`config.mk`:
```
export PLATFORM = sky130hd
export DESIGN_NAME = operand_fetch
export DESIGN_NICKNAME = d
export VERILOG_FILES = /design/src/rtl/operand_fetch.sv
export SDC_FILE = /design/constraint.sdc
export NUM_CORES = 1
export LEC_CHECK = 0
export ABC_AREA = 1
export CELL_PAD_IN_SITES_DETAIL_PLACEMENT = 1
export CELL_PAD_IN_SITES_GLOBAL_PLACEMENT = 2
export CORE_UTILIZATION = 25
export DETAILED_ROUTE_END_ITERATION = 8
export PLACE_DENSITY_LB_ADDON = 0.1
export SETUP_SLACK_MARGIN = 0.02
export SLEW_MARGIN = 5
export SYNTH_ARGS = -nofsm -noshare
export SYNTH_HDL_FRONTEND = slang
export SYNTH_SLANG_ARGS = --single-unit
```
`constraint.sdc`:
```
create_clock -name clk -period 2.21 [get_ports clk]
set_clock_uncertainty 0.2 [all_clocks]
set_input_delay 0.442 -clock clk [delete_from_list [all_inputs] [get_ports clk]]
set_output_delay 0.442 -clock clk [all_outputs]
set_load 0.02 [all_outputs]
```
`src/rtl/operand_fetch.sv`:
```
// operand_fetch: reads two register operands per instruction and holds the bundle for execute.
// Define FETCH_BYPASS_EN to forward a same-cycle register-file write into the captured operand.
module operand_fetch #(
  parameter int DATA_W = 8,
  parameter int ADDR_W = 3
) (
  input  logic              clk,
  input  logic              rst,
  input  logic              in_valid,
  output logic              in_ready,
  input  logic [1:0]        in_opcode,
  input  logic [ADDR_W-1:0] in_src_a,
  input  logic [ADDR_W-1:0] in_src_b,
  input  logic [ADDR_W-1:0] in_dst,
  output logic [ADDR_W-1:0] rf_read_addr,
  input  logic [DATA_W-1:0] rf_read_data,
  input  logic              rf_we,
  input  logic [ADDR_W-1:0] rf_write_addr,
  input  logic [DATA_W-1:0] rf_write_data,
  output logic              out_valid,
  input  logic              out_ready,
  output logic [DATA_W-1:0] out_a,
  output logic [DATA_W-1:0] out_b,
  output logic [1:0]        out_opcode,
  output logic [ADDR_W-1:0] out_dst
);
  typedef enum logic [1:0] {IDLE, READ_A, READ_B, HOLD} state_t;
  state_t state_q, state_d;
  logic [ADDR_W-1:0] src_a_q, src_a_d, src_b_q, src_b_d, dst_q, dst_d;
  logic [1:0] opcode_q, opcode_d;
  logic [DATA_W-1:0] a_q, a_d, b_q, b_d, operand;
  logic accept;
`ifdef FETCH_BYPASS_EN
  assign operand = (rf_we && rf_write_addr == rf_read_addr) ? rf_write_data : rf_read_data;
`else
  logic unused_snoop;
  assign unused_snoop = ^{rf_we, rf_write_addr, rf_write_data};
  assign operand = rf_read_data;
`endif
  always_comb begin
    in_ready = rst && (state_q == IDLE || (state_q == HOLD && out_ready));
    accept = in_valid && in_ready;
    rf_read_addr = state_q == READ_A ? src_a_q : state_q == READ_B ? src_b_q : '0;
    state_d = accept ? READ_A :
              state_q == READ_A ? READ_B :
              state_q == READ_B ? HOLD :
              (state_q == HOLD && out_ready) ? IDLE : state_q;
    src_a_d = accept ? in_src_a : src_a_q;
    src_b_d = accept ? in_src_b : src_b_q;
    dst_d = accept ? in_dst : dst_q;
    opcode_d = accept ? in_opcode : opcode_q;
    a_d = state_q == READ_A ? operand : a_q;
    b_d = state_q == READ_B ? operand : b_q;
  end
  always_ff @(posedge clk or negedge rst) begin
    if (!rst) begin
      state_q <= IDLE;
      src_a_q <= '0;
      src_b_q <= '0;
      dst_q <= '0;
      opcode_q <= '0;
      a_q <= '0;
      b_q <= '0;
    end else begin
      state_q <= state_d;
      src_a_q <= src_a_d;
      src_b_q <= src_b_d;
      dst_q <= dst_d;
      opcode_q <= opcode_d;
      a_q <= a_d;
      b_q <= b_d;
    end
  end
  assign out_valid = state_q == HOLD;
  assign out_a = a_q;
  assign out_b = b_q;
  assign out_opcode = opcode_q;
  assign out_dst = dst_q;
endmodule

```
==> reports/qor.csv <==
stage;metric;value;unit
yosys;Syn Area/Cell;9.885;µm²
timing;final worst slack;0.07893;ns
floorplan;# IOs;61;
placement;DP HPWL;2450;µm
setup_path;CP endpoint kind;output pin;
cts;Longest Clk Path Bufs;2;
cts;H-Tree Depth;2;
global_routing;vias in the first global route;1208;
yosys;Cell Area, Synth;0.001295;mm²
final_layout;Sequential Area;725.7;µm²
global_routing;initial antenna violation count;0;
floorplan;Initial Util;26.71;%
timing;min Tclk post-route;2.131;ns
power;VDD IR max;0.0004483;V
setup_path;CP startpoint;state_q[0]$_DFFE_PN0P_;
drt;Iter 0 DRT Violations;40;
final_layout;multi-input combinational cell area;529.3;µm²
yosys;Seq cells post-synth;29;
drt;Initial DRT Pass Iterations;2;
global_routing;largest net degree at the start of global routing;42;
placement;number of port buffers;48;
global_routing;gr usage total;14.08;%
power;power density of the placed cells;1428;mW/mm²
timing;Fin. Hold Viols;0;
yosys;syn nets;171;
yosys;Ys Warns;0;
setup_path;crit-path cells;buf_4 -> ha_1 -> buf_4 -> clkdlybuf4s15_1;
final_layout;Ant. Diodes;0;
yosys;Yosys cell types;15;
drt;DR WL/cell;12.74;µm
floorplan;core area;0.004848;mm²
setup_path;CP delay by family, top;buffers and inverters;
cts;CTS tree;built;
timing;Final Cycle Share;96.43;%
timing;final slew viol count;0;
yosys;Syn Inst Count;131;
setup_path;most used cell along the critical path;buf_4;
setup_path;FF-to-FF Start;state_q[0]$_DFFE_PN0P_;
final_layout;final core occ;41.78;%
setup_path;Setup CP Type;reg -> out;
floorplan;die area;0.005472;mm²
timing;Least-Margin Pin Slew;0.5003;ns
yosys;cell accounting for the most synthesized area;dfrtp_1;
timing;Fmax;0.4692;GHz
global_routing;Overflow after GRT;0;
setup_path;Critical Path AT;1.49;ns
final_layout;commonest non-fill, non-tap cell in the layout;nand2_1;
timing;Slew HR;66.65;%
timing;RSZ-0062 raised after global routing;true;
power;P_leak;0.9665;nW
cts;Num CTS Buffers;5;
drt;via count;1102;
final_layout;share of cells above drive strength 1;20.62;%
setup_path;Slowest cell on crit path;dfrtp_1;
setup_path;WP data required;1.57;ns
placement;GP Congestion;0.6698;
setup_path;Max FO, Critical Path;3;
final_layout;commonest cells after routing, fill and taps aside;nand2_1, clkdlybuf4s50_1, dfrtp_1;
floorplan;Die Wd;73.97;µm
timing;setup violators final;0;
final_layout;area delta synth->final;56.42;%
floorplan;die height;73.97;µm
cts;Root Buffer;clkbuf_8;
yosys;sequential area share after synthesis;56.04;%
job;maxcap violations;0;
timing;worst-case hold slack;0.07695;ns
setup_path;Setup crit start kind;flop;
setup_path;Worst path max stage delay;0.43;ns
final_layout;Final Net Count;233;
placement;dpl ws;-0.2064;ns
cts;clock latency at the later pin of the worst-skew pair;0.27;ns
min_path;Hold WC Path Type;in -> async;
cts;Post-CTS Setup Repair Bufs;0;
yosys;Synth top area share;56.04;%
floorplan;FP Rows;25;
yosys;Area contributors post-synth;dfrtp_1, nand2_1, mux2_2, nand4_1, ha_1;
drt;WL final;3326;µm
final_layout;fill count;566;
drt;DRT antenna net count;0;
cts;clk sink count;29;
drt;drt via density;4.222;
drt;DRC Markers;0;
global_routing;first-pass GRT wire length;5575;µm
cts;clock slew at reported path FFs;0.06;ns
setup_path;WP buf/inv;3;
status;status;complete, no violations;
==> cell usage after synthesis <==
cell,number
nand2_1,56
inv_1,5
dfrtp_1,29
mux2_2,8
a21boi_0,1
nand2_4,1
ha_1,5
buf_2,4
buf_6,1
nand3_1,5
a21oi_1,1
nand3_4,1
nand4_1,11
nand2_2,1
buf_4,2
==> report_power, final <==
group	internal, W	switching, W
clock	0.000281	0.000195
sequential	0.000790	0.000135
combinational	0.000730	0.000762
total	0.00180	0.00109
==> registers in the layout (all words and copies together) (netlist names) <==
signal      cells
out_dst         3
state_q         2
out_opcode      2
out_b           8
src_b_q         3
src_a_q         3
out_a           8
==> routing by layer <==
| layer | GRT usage (%) | up-vias | share of wire (%) |
|---|---|---|---|
| met5 | 0 | - | 0 |
| met4 | 7.051 | 0 | 1.7 |
| met3 | 4.878 | 4 | 6.1 |
| met2 | 22.93 | 34 | 49 |
| met1 | 16.51 | 517 | 43 |
| li1 | - | 547 | - |
==> timing repair <==
item                                    4_1_cts  5_1_grt
endpoints found under the setup margin        5        5
endpoints found under the hold margin         0        0
gates resized for setup                      14        6
hold buffers                                  0        0
==> logic make-up (layout without fill, tap and decap cells) <==
logic type / after synthesis / count (layout) / synth area share (%)
AND/OR/NAND/NOR: 75 / 75 / 26.18
flip-flops: 29 / 29 / 56.04
buffers and inverters: 12 / 75 / 5.024
multiplexers: 8 / 8 / 6.957
adder cells (fa/ha/maj): 5 / 5 / 4.831
AO/OA/AOI/OAI: 2 / 2 / 0.9660
==> layout make-up <==
| type | count | area share, % |
|---|---|---|
| clock buffers | 7 | 4.756 |
| inverters | 5 | 0.9265 |
| flip-flops and latches | 29 | 35.82 |
| repair buffers | 62 | 27.98 |
| multi-input cells | 90 | 26.13 |
| clock inverters | 1 | 0.2471 |
| well taps | 67 | 4.138 |
==> final timing paths <==
check	to	slack, ns	cells past startpoint
min in group clk	out_a[3]$_DFFE_PN0P_	0.27	2
worst max-delay path	out_valid	0.08	4
max in group asynchronous	src_b_q[0]$_DFFE_PN0P_	1.38	2
worst min register to register	out_a[3]$_DFFE_PN0P_	0.27	2
worst max register to register	state_q[1]$_DFFE_PN0P_	0.45	8
worst min-delay path	out_b[1]$_DFFE_PN0N_	0.08	2
==> per-stage QoR <==
step | std cells | power, W | TNS, ns | cell area [µm²]
final | 261 | 0.002893 | 0 | 2026
after CTS | 261 | 0.002945 | 0 | 2021
after global routing | 261 | 0.003125 | 0 | 2026
after detailed placement | 253 | 0.002458 | -0.2728 | 1913
after global placement | 253 | 0.002411 | -0.1906 | 1913
after floorplan | 131 | 0.001717 | 0 | 1295
Power figures use the tool's default switching activity.
